==> src/rtl/binary_pkg.sv <==
// Shared encodings for binary_adapt: pixel threshold modes and frame-mean FSM states.
package binary_pkg;

    localparam logic [1:0] MODE_FIXED = 2'd0;
    localparam logic [1:0] MODE_WIN   = 2'd1;
    localparam logic [1:0] MODE_ADAPT = 2'd2;
    localparam logic [1:0] MODE_INV   = 2'd3;

    localparam logic [1:0] ST_IDLE  = 2'd0;
    localparam logic [1:0] ST_ACCUM = 2'd1;
    localparam logic [1:0] ST_DIV   = 2'd2;
    localparam logic [1:0] ST_DONE  = 2'd3;

endpackage

==> src/rtl/binary_adapt_div.sv <==
// seq_div_u: restoring unsigned divider, one quotient bit per cycle MSB first, Q_W cycles from start.
// start restarts at any time, abort drops an active division; done pulses one cycle with quotient valid.
module seq_div_u #(
    parameter int DVD_W = 28,
    parameter int DVS_W = 20,
    parameter int Q_W   = 8
) (
    input  logic             pclk,
    input  logic             rst,
    input  logic             start,
    input  logic             abort,
    input  logic [DVD_W-1:0] dividend,
    input  logic [DVS_W-1:0] divisor,
    output logic             busy,
    output logic             done,
    output logic [Q_W-1:0]   quotient
);

    localparam int AW   = DVS_W + Q_W;
    localparam int CW   = (DVD_W > AW) ? DVD_W : AW;
    localparam int SC_W = $clog2(Q_W + 1);

    logic [CW-1:0]   rem_r, dsh_r, rem_src, dsh_src, rem_nxt;
    logic [Q_W-2:0]  q_src;
    logic            ge;
    logic [SC_W-1:0] step_cnt;

    // The start cycle already resolves the MSB, so the whole quotient takes exactly Q_W cycles.
    always_comb begin
        rem_src = start ? CW'(dividend) : rem_r;
        dsh_src = start ? (CW'(divisor) << (Q_W - 1)) : dsh_r;
        q_src   = start ? '0 : quotient[Q_W-2:0];
        ge      = (rem_src >= dsh_src);
        rem_nxt = ge ? (rem_src - dsh_src) : rem_src;
    end

    always_ff @(posedge pclk or posedge rst) begin
        if (rst) begin
            rem_r    <= '0;
            dsh_r    <= '0;
            quotient <= '0;
            step_cnt <= '0;
            busy     <= 1'b0;
            done     <= 1'b0;
        end else begin
            done <= 1'b0;
            if (start) begin
                rem_r    <= rem_nxt;
                dsh_r    <= dsh_src >> 1;
                quotient <= {q_src, ge};
                step_cnt <= SC_W'(Q_W - 1);
                busy     <= 1'b1;
            end else if (abort) begin
                busy <= 1'b0;
            end else if (busy) begin
                rem_r    <= rem_nxt;
                dsh_r    <= dsh_src >> 1;
                quotient <= {q_src, ge};
                step_cnt <= step_cnt - SC_W'(1);
                if (step_cnt == SC_W'(1)) begin
                    busy <= 1'b0;
                    done <= 1'b1;
                end
            end
        end
    end

endmodule

==> src/rtl/binary_adapt.sv <==
// binary_adapt: grey->FG/BG pixel binariser (fixed/window/inverted/adaptive), 1-cycle pixel+sync latency,
// streaming with no backpressure; frame mean divided in blanking. Define BINARY_HYST_EN for per-line hysteresis.
module binary_adapt
    import binary_pkg::*;
#(
    parameter int          GRAY_W   = 8,
    parameter int          OUT_W    = 16,
    parameter logic [15:0] FG_VAL   = 16'hFFFF,
    parameter logic [15:0] BG_VAL   = 16'h0000,
    parameter int          THR_INIT = 64,
    parameter int          CNT_W    = 20,
    parameter bit          VS_POL   = 1'b1
`ifdef BINARY_HYST_EN
    ,
    parameter int          HYST     = 4
`endif
) (
    input  logic              pclk,
    input  logic              rst,
    input  logic [1:0]        mode,
    input  logic [GRAY_W-1:0] thr_cfg,
    input  logic [GRAY_W-1:0] thr_hi,
    input  logic [GRAY_W:0]   thr_ofs,
    input  logic [GRAY_W-1:0] data_gray,
    input  logic              de_gray,
    input  logic              hsync_gray,
    input  logic              vsync_gray,
    output logic [OUT_W-1:0]  data_bin,
    output logic              de_bin,
    output logic              hsync_bin,
    output logic              vsync_bin,
    output logic [GRAY_W-1:0] mean_frame,
    output logic              mean_vld
);

    localparam int                SUM_W   = GRAY_W + CNT_W;
    localparam logic [OUT_W-1:0]  FG_O    = OUT_W'(FG_VAL);
    localparam logic [OUT_W-1:0]  BG_O    = OUT_W'(BG_VAL);
    localparam logic [CNT_W-1:0]  CNT_MAX = '1;

    logic [1:0]        mode_sh;
    logic [GRAY_W-1:0] thr_cfg_sh, thr_hi_sh, thr_act, thr_sel, thr_new;
    logic [GRAY_W:0]   thr_ofs_sh;
    logic [SUM_W-1:0]  sum_acc;
    logic [CNT_W-1:0]  cnt_acc;
    logic [1:0]        state;
    logic              frame_bnd, cmp_fg, win_fg, pix_fg;
    logic              div_start, div_abort, div_busy, div_done;
    logic [GRAY_W-1:0] div_q;
    logic signed [GRAY_W+1:0] thr_sum;

    // vsync_bin doubles as the registered vsync sample.
    assign frame_bnd = (vsync_gray == VS_POL) && (vsync_bin != VS_POL);

    assign thr_sel = (mode_sh == MODE_ADAPT) ? thr_act : thr_cfg_sh;
    assign win_fg  = (data_gray > thr_cfg_sh) && (data_gray <= thr_hi_sh);

`ifdef BINARY_HYST_EN
    logic              hyst_q, hyst_cur;
    logic [GRAY_W:0]   thr_up_w;
    logic [GRAY_W-1:0] thr_up, thr_dn;

    assign thr_up_w = {1'b0, thr_sel} + (GRAY_W+1)'(HYST);
    assign thr_up   = thr_up_w[GRAY_W] ? '1 : thr_up_w[GRAY_W-1:0];
    assign thr_dn   = (thr_sel >= GRAY_W'(HYST)) ? (thr_sel - GRAY_W'(HYST)) : '0;
    assign hyst_cur = (de_gray && !de_bin) ? 1'b0 : hyst_q;
    assign cmp_fg   = hyst_cur ? (data_gray > thr_dn) : (data_gray > thr_up);

    always_ff @(posedge pclk or posedge rst) begin
        if (rst)
            hyst_q <= 1'b0;
        else if (de_gray && mode_sh != MODE_WIN)
            hyst_q <= cmp_fg;
    end
`else
    assign cmp_fg = (data_gray > thr_sel);
`endif

    always_comb begin
        pix_fg = cmp_fg;
        if (mode_sh == MODE_WIN)
            pix_fg = win_fg;
        else if (mode_sh == MODE_INV)
            pix_fg = !cmp_fg;
    end

    always_ff @(posedge pclk or posedge rst) begin
        if (rst) begin
            data_bin  <= '0;
            de_bin    <= 1'b0;
            hsync_bin <= 1'b0;
            vsync_bin <= 1'b0;
        end else begin
            data_bin  <= (de_gray && pix_fg) ? FG_O : BG_O;
            de_bin    <= de_gray;
            hsync_bin <= hsync_gray;
            vsync_bin <= vsync_gray;
        end
    end

    always_ff @(posedge pclk or posedge rst) begin
        if (rst) begin
            mode_sh    <= MODE_FIXED;
            thr_cfg_sh <= '0;
            thr_hi_sh  <= '0;
            thr_ofs_sh <= '0;
        end else if (frame_bnd) begin
            mode_sh    <= mode;
            thr_cfg_sh <= thr_cfg;
            thr_hi_sh  <= thr_hi;
            thr_ofs_sh <= thr_ofs;
        end
    end

    // The pixel on the boundary cycle opens the new frame's sums.
    always_ff @(posedge pclk or posedge rst) begin
        if (rst) begin
            sum_acc <= '0;
            cnt_acc <= '0;
        end else if (frame_bnd) begin
            sum_acc <= de_gray ? SUM_W'(data_gray) : '0;
            cnt_acc <= de_gray ? CNT_W'(1) : '0;
        end else if (de_gray && cnt_acc != CNT_MAX) begin
            sum_acc <= sum_acc + SUM_W'(data_gray);
            cnt_acc <= cnt_acc + CNT_W'(1);
        end
    end

    always_comb begin
        div_start = 1'b0;
        div_abort = 1'b0;
        if (frame_bnd && state != ST_IDLE) begin
            if (cnt_acc != '0)
                div_start = 1'b1;
            else if (div_busy)
                div_abort = 1'b1;
        end
    end

    seq_div_u #(
        .DVD_W (SUM_W),
        .DVS_W (CNT_W),
        .Q_W   (GRAY_W)
    ) u_div (
        .pclk     (pclk),
        .rst      (rst),
        .start    (div_start),
        .abort    (div_abort),
        .dividend (sum_acc),
        .divisor  (cnt_acc),
        .busy     (div_busy),
        .done     (div_done),
        .quotient (div_q)
    );

    // Two guard bits hold the full range of mean + signed offset before clamping.
    assign thr_sum = $signed({2'b00, div_q}) + $signed({thr_ofs_sh[GRAY_W], thr_ofs_sh});

    always_comb begin
        if (thr_sum[GRAY_W+1])
            thr_new = '0;
        else if (thr_sum[GRAY_W])
            thr_new = '1;
        else
            thr_new = thr_sum[GRAY_W-1:0];
    end

    always_ff @(posedge pclk or posedge rst) begin
        if (rst) begin
            state      <= ST_IDLE;
            mean_frame <= '0;
            mean_vld   <= 1'b0;
            thr_act    <= GRAY_W'(THR_INIT);
        end else begin
            mean_vld <= 1'b0;
            case (state)
                ST_IDLE:  if (frame_bnd) state <= ST_ACCUM;
                ST_ACCUM: if (div_start) state <= ST_DIV;
                ST_DIV: begin
                    if (frame_bnd)
                        state <= div_start ? ST_DIV : ST_ACCUM;
                    else if (div_done)
                        state <= ST_DONE;
                end
                ST_DONE: begin
                    mean_frame <= div_q;
                    mean_vld   <= 1'b1;
                    thr_act    <= thr_new;
                    state      <= div_start ? ST_DIV : ST_ACCUM;
                end
                default: state <= ST_IDLE;
            endcase
        end
    end

endmodule

==> config.mk <==
export PLATFORM = sky130hd
export DESIGN_NAME = binary_adapt
export DESIGN_NICKNAME = d
export VERILOG_FILES = /design/src/rtl/binary_pkg.sv /design/src/rtl/binary_adapt_div.sv /design/src/rtl/binary_adapt.sv
export SDC_FILE = /design/constraint.sdc
export NUM_CORES = 1
export LEC_CHECK = 0
export BUFFER_PORTS_ARGS = -buffer_cell sky130_fd_sc_hd__buf_2
export CAP_MARGIN = 20
export CORE_MARGIN = 2
export CORE_UTILIZATION = 50
export DETAILED_ROUTE_END_ITERATION = 10
export MAX_ROUTING_LAYER = met4
export PLACE_DENSITY = 0.68
export SYNTH_ARGS = -nofsm -noshare
export SYNTH_HDL_FRONTEND = slang
export SYNTH_HIERARCHICAL = 1
export SYNTH_SLANG_ARGS = --single-unit
export TNS_END_PERCENT = 50
==> constraint.sdc <==
create_clock -name pclk -period 14.5 [get_ports pclk]
set_input_delay 0.725 -clock pclk [delete_from_list [all_inputs] [get_ports pclk]]
set_output_delay 0.725 -clock pclk [all_outputs]
set_load 0.01 [all_outputs]
# [Word-level counts from Yosys, hierarchy flattened]
# Cells that the tools add are included.
[word_totals] input_bits=40 output_inout_bits=28 elab_cells=103 register_bits=183
[op_classes] muxes=48 bitwise=1 eq_ne=12 reduce_logical=13 n_lt_le_gt_ge=4 add_sub_neg=5
[ops] cell="28-bit two-way mux" n=11
[ops] cell="8-bit two-way mux" n=7
[ops] cell="20-bit two-way mux" n=2
[ops] cell="28-bit by 8-bit adder with 28-bit output" n=1
[ops] cell="28-bit >= comparator" n=1
[ops] cell="28-bit subtractor" n=1
[ops] cell="20-bit by 1-bit adder with 20-bit output, second input constant" n=1
[ops] cell="20-bit inequality test, second input constant" n=1
[ops] cell="20-bit nonzero test" n=1
[ops] cell="1-bit two-way mux" n=17
[ops] cell="8-bit > comparator" n=2
[ops] cell="16-bit two-way mux" n=1
[ops] cell="4-bit two-way mux" n=3
[ops] cell="9-bit by 9-bit adder with 10-bit output" n=1
[ops] cell="2-bit two-way mux" n=5
[ops] cell="2-bit equality test, second input constant" n=4
[ops] cell="8-bit <= comparator" n=1
[ops] cell="2-bit one-hot mux with 4 select lines" n=1
[ops] cell="7-bit two-way mux" n=1
[ops] cell="2-bit inequality test, second input constant" n=3
[ops] cell="2-bit nonzero test" n=3
[ops] cell="1-bit logical AND" n=5
[ops] cell="2-bit by 1-bit equality test with 1-bit output, second input constant" n=2
[ops] cell="4-bit by 1-bit equality test with 1-bit output, second input constant" n=1
[ops] cell="other kinds (7)" n=7

# [Longest topological paths before layout]
[logic_depth] ltp_word=10 depth_mapped=20 ltp_nobuf=16

# [Cells and area by module]
# Netlist, hierarchy kept.
[by_module_without_submodules] mod="binary_adapt" cells_per_inst=628 seq_area_each_um2=2453.6 area_per_inst_um2=5806.8 instances=1
[by_module_without_submodules] mod="seq_div_u" cells_per_inst=558 seq_area_each_um2=1701.6 area_per_inst_um2=4844.6 instances=1

# [Least setup slack after synthesis]
# No wires, ideal clock.
[synth_path] path_kind="input-to-reg" from="input port vsync_gray" to="register u_div.rem_r[10]" arrival_time_ns=4.808 path_buffers=6 setup_time_ns=0.126 cell_stages=17 path_slack_ns=9.566 required_time_ns=14.374 cell_sequence="nand2b_1 clkbuf_1 nor3_1 buf_2 buf_1 clkbuf_1 buf_2 mux2i_1 ha_1 a21o_1 o21bai_1 a311oi_1 a32o_1 a31o_2 buf_6 nor2_1 a221o_1"
[synth_between] elab_chain_len=9 word_cells_on_any_way=15 classes_between="add/sub: 1; order compare: 1; eq/ne: 1; mux: 8; reduce/logical: 4"
[synth_rtl] element="start, declared" line_no="binary_adapt.sv:27" rtl="input logic vsync_gray,"
[synth_rtl] element="1-bit logical AND *" line_no="binary_adapt.sv:53" rtl="assign frame_bnd = (vsync_gray == VS_POL) && (vsync_bin != VS_POL);"
[synth_rtl] element="1-bit logical AND *" line_no="binary_adapt.sv:132" rtl="if (frame_bnd && state != ST_IDLE) begin"
[synth_rtl] element="1-bit two-way mux *" line_no="binary_adapt.sv:132"
[synth_rtl] element="net div_start" line_no="binary_adapt.sv:48" rtl="logic div_start, div_abort, div_busy, div_done;"
[synth_rtl] element="28-bit two-way mux, on equally long branches" line_no="binary_adapt_div.sv:30, binary_adapt_div.sv:31"
[synth_rtl] element="28-bit subtractor / 28-bit >= comparator (equally long branches)" line_no="binary_adapt_div.sv:34, binary_adapt_div.sv:33"
[synth_rtl] element="28-bit two-way mux" line_no="binary_adapt_div.sv:34" rtl="rem_nxt = ge ? (rem_src - dsh_src) : rem_src;"
[synth_rtl] element="28-bit two-way mux" line_no="binary_adapt_div.sv:55" rtl="end else if (busy) begin"
[synth_rtl] element="28-bit two-way mux" line_no="binary_adapt_div.sv:53" rtl="end else if (abort) begin"
[synth_rtl] element="28-bit two-way mux" line_no="binary_adapt_div.sv:47" rtl="if (start) begin"
[synth_rtl] element="end signal, assigned" line_no="binary_adapt_div.sv:48" rtl="rem_r <= rem_nxt;"
[synth_rtl] element="end signal, assigned" line_no="binary_adapt_div.sv:56" rtl="rem_r <= rem_nxt;"
[synth_rtl] element="end, declared" line_no="binary_adapt_div.sv:23" rtl="logic [CW-1:0] rem_r, dsh_r, rem_src, dsh_src, rem_nxt;"
# Mark *: on every way through the listed nets, which the timed path passes. The rest lies on a longest branch. The select of a mux whose other input is x is not followed.
# A chain may end at the register's enable or synchronous reset.

# [Final worst setup path]
[layout_path] from="register cnt_acc[14]" to="register u_div.rem_r[10]"
[layout_between] elab_chain_len=9 word_cells_on_any_way=16 classes_between="add/sub: 1; order compare: 1; eq/ne: 1; mux: 10; reduce/logical: 3"
[layout_rtl] element="start, declared" line_no="binary_adapt.sv:45" rtl="logic [CNT_W-1:0] cnt_acc;"
[layout_rtl] element="start signal, assigned" line_no="binary_adapt.sv:122" rtl="cnt_acc <= de_gray ? CNT_W'(1) : '0;"
[layout_rtl] element="start signal, assigned" line_no="binary_adapt.sv:125" rtl="cnt_acc <= cnt_acc + CNT_W'(1);"
[layout_rtl] element="20-bit nonzero test *" line_no="binary_adapt.sv:133" rtl="if (cnt_acc != '0)"
[layout_rtl] element="1-bit two-way mux *" line_no="binary_adapt.sv:133"
[layout_rtl] element="1-bit two-way mux *" line_no="binary_adapt.sv:132"
[layout_rtl] element="net div_start" line_no="binary_adapt.sv:48"
[layout_rtl] element="28-bit two-way mux, on equally long branches" line_no="binary_adapt_div.sv:30, binary_adapt_div.sv:31"
[layout_rtl] element="28-bit subtractor / 28-bit >= comparator (equally long branches)" line_no="binary_adapt_div.sv:34, binary_adapt_div.sv:33"
[layout_rtl] element="28-bit two-way mux" line_no="binary_adapt_div.sv:34"
[layout_rtl] element="28-bit two-way mux" line_no="binary_adapt_div.sv:55"
[layout_rtl] element="28-bit two-way mux" line_no="binary_adapt_div.sv:53"
[layout_rtl] element="28-bit two-way mux" line_no="binary_adapt_div.sv:47"
# Marks and branches as above.

==> results.py <==
metrics = {
    "outcome": {
        "outcome": "finished, final reports clean",
    },
    "sta": {
        "tightest_slew_ps": 1050,
        "holdWs_ps": 293,
        "hold_violations": 0,
        "setup_viol": 0,
        "timing.fmax_mhz": 186,
        "fin_crit_ps": 5370,
        "fin_worst_skew_ps": 9.09,
        "final.period_utilization_pct": 37.0,
        "report.final.slew_viol_count": 0,
        "max_slew_margin_pct": 30.2,
        "rsz0062_at_grt": "no",
        "tns_ps": 0,
    },
    "clock_tree": {
        "clockRootBuffer": "clkbuf_16",
        "post_cts_resized": 0,
        "cts_setup_buffers": 0,
        "clk_path_buf_depth": 2,
        "tritoncts": "yes",
        "cts-hold-fix-buffers": 0,
        "clk_latency_ps": 430,
        "clock-sinks": 166,
        "clk_pin_slew_ps": 70,
        "numCtsBuffers": 17,
        "htreeDepth": 4,
    },
    "logic_synthesis": {
        "yosysTopAreaCell": "dfrtp_1",
        "ys_types": 68,
        "netlist_top_cells_area": "dfrtp_1 39%, ha_1 8.3%, nand2_1 5.8%",
        "syn-num-nets": 1300,
        "yosysTopAreaCellShare_pct": 38.8,
        "synth-simple-area-share_pct": 19.3,
        "synth_top_family_by_area": "simple AND/OR/NAND/NOR gates",
        "synth.cell_area_sq_um": 10700,
        "synth-xor-area-share_pct": 4.52,
        "muxShareOfSynthArea_pct": 6.51,
        "synth-compound-area-share_pct": 17.0,
        "synth-main-ff-cell": "dfrtp_1",
        "yosysSeqAreaShare_pct": 39.0,
        "synthTopCellsByCount": "166 x nand2_1, 165 x dfrtp_1, 107 x a21oi_1, 107 x nor2_1, 71 x ha_1",
        "post-synth-top-count-cell": "nand2_1",
        "ys_warn_count": 6,
        "syn_avg_cell_area_sq_um": 8.98,
        "ys_ff_latch": 166,
        "syn_inst": 1186,
        "synth_edf_count": 0,
        "synth_fa_ha_area_share_pct": 8.90,
        "synthArstFlopShare_pct": 100,
    },
    "route": {
        "avgRoutedWirePerCell_um": 17.5,
        "drt-initial-drc-count": 655,
        "vias": 8859,
        "drt-vias-per-instance": 5.88,
        "drc": 0,
        "drtPass1Iterations": 5,
        "drt_wl_total_um": 26300,
        "ant_nets": 0,
    },
    "worst_setup_path": {
        "worstPathMaxFanout": 42,
        "worst_setup_path_start_kind": "register",
        "critPathCaptureType": "register",
        "rrSetupSlack_ps": 9130,
        "crit_arrival_ps": 5670,
        "cp.required_ps": 14810,
        "reg2regPathDepth": 14,
        "rr_startpoint": "cnt_acc[14]",
        "path_class": "register to register",
        "reg2reg_to": "u_div/rem_r[10]",
    },
    "place": {
        "port_buffers": 67,
        "gp_congestion": 0.875,
        "dp_hpwl_um": 18400,
    },
    "layout": {
        "seqCellArea_sq_um": 4160,
        "fillers": 1914,
        "drive_above_1_share_pct": 12.6,
        "fin_nets": 1328,
        "multiInputGateArea_sq_um": 6000,
        "area_growth_pct": 9.39,
    },
    "floorplanning": {
        "start_util_pct": 50.8,
        "placeableCoreArea_sq_um": 21000,
        "die_y_um": 150,
        "ios": 68,
        "dieArea_sq_um": 22500,
        "die_x_um": 150,
        "rows": 53,
    },
    "hold_path": {
        "hold_path_class": "input pin to async pin",
    },
    "grt": {
        "grt_overflow": 0,
        "grt_max_degree": 91,
        "antenna_found_initial": 4,
        "grt_usage_pct": 25.0,
        "first_global_vias": 8317,
        "grt_pass1_wl_um": 43000,
    },
    "pwr": {
        "p_leak_nw": 5.23,
        "power_density_nw_per_um2": 228,
        "max-vdd-ir-drop_mv": 0.128,
    },
    "job": {
        "max-cap-violations": 0,
    },
}
sequential cells by signal, summed over array words and instances (netlist names), 2 cells and up:
signal,count
mean_frame,8
thr_ofs_sh,9
u_div/step_cnt,4
cnt_acc,20
mode_sh,2
u_div/dsh_r,26
u_div/quotient,8
u_div/rem_r,28
state,2
sum_acc,28
thr_cfg_sh,8
thr_hi_sh,8
thr_act,8
worst max-delay path: stages, from the launching register on:
cell and delay [ps]:
dfrtp_1 440, nor4_1 400, nand4_1 150, nor4b_1 620
nor3_2 110, buf_4 360, mux2i_1 360, ha_1 340
a21o_1 230, o21bai_1 150, a311oi_1 600, a32o_1 310
a31o_2 540, nor2_1 230, a221o_1 360
kinds of logic (layout without fill, tap and decap cells):
logic type,Yosys count,after routing
buffers and inverters,111,152
and+or+nand+nor,434,434
AOI/OAI and AO/OA,281,281
DFF,166,166
muxes,65,65
other,0,4
xor gates and xnor gates,55,55
adders and majority gates,74,74
per-layer routing:
metal  track usage, %  wire length, um  vias up  part of all wire, %
met2             36.6            11600      284                   44
met5                -                0        -                    0
li1                 -                -     4301                    -
met3             5.49             1710       33                  6.5
met4             7.12              376        0                  1.4
met1             34.9            12700     4241                   48
through the flow:
| stage | util (%) | cells | worst slack, ps | total power, mW | area (sq um) |
|---|---|---|---|---|---|
| after floorplan | - | 1186 | 9570 | 1.87 | 10700 |
| after global placement | 52.8 | 1469 | 9280 | 2.17 | 11100 |
| after detailed placement | 52.8 | 1469 | 9170 | 2.19 | 11100 |
| after CTS | 55.5 | 1501 | 9140 | 2.64 | 11600 |
| after global routing | 55.6 | 1506 | 8600 | 2.87 | 11700 |
| final | 55.6 | 1506 | 9130 | 2.65 | 11700 |
how the worst max path moves through the flow:
stage / to / slack (ps) / cells after the start / startpoint
after floorplan: u_div/rem_r[10] / 9570 / 17 / vsync_gray
after global placement: u_div/rem_r[10] / 9280 / 14 / cnt_acc[15]
after detailed placement: u_div/rem_r[10] / 9170 / 14 / cnt_acc[15]
after CTS: u_div/rem_r[10] / 9140 / 14 / cnt_acc[15]
after global routing: u_div/rem_r[27] / 8600 / 15 / cnt_acc[15]
final: u_div/rem_r[10] / 9130 / 14 / cnt_acc[14]
cell type report:
| type | count | share of cell area [%] |
|---|---|---|
| Antenna cell | 4 | 0.0859 |
| Multi-Input combinational cell | 909 | 51.5 |
| Clock buffer | 27 | 4.15 |
| Timing Repair Buffer | 79 | 3.65 |
| Sequential cell | 166 | 35.7 |
| Tap cell | 275 | 2.95 |
| Inverter | 41 | 1.34 |
| Clock inverter | 5 | 0.666 |
report_power, final:
part	internal [mW]	total [mW]	switching [mW]	leakage (nW)
registers	0.612	0.711	0.0994	2.08
logic	0.604	1.50	0.893	2.88
clock network	0.263	0.444	0.181	0.270
placed cells by master (no fill, tap or decap), types with 13 or more instances in the layout:
master / n
a21oi_1: 107
dfrtp_1: 165
mux2_2: 34
clkbuf_16: 17
buf_2: 67
nor2_1: 107
mux2i_1: 31
a31oi_1: 21
inv_1: 39
o31ai_1: 13
nand2_1: 165
o21ai_0: 46
nand3_1: 36
ha_1: 71
nor4_1: 13
nand4_1: 14
nor3_1: 19
xor2_1: 20
xnor2_1: 35
nor2b_1: 13
and3_1: 13
Note: power is estimated with default switching activity, not from simulation.
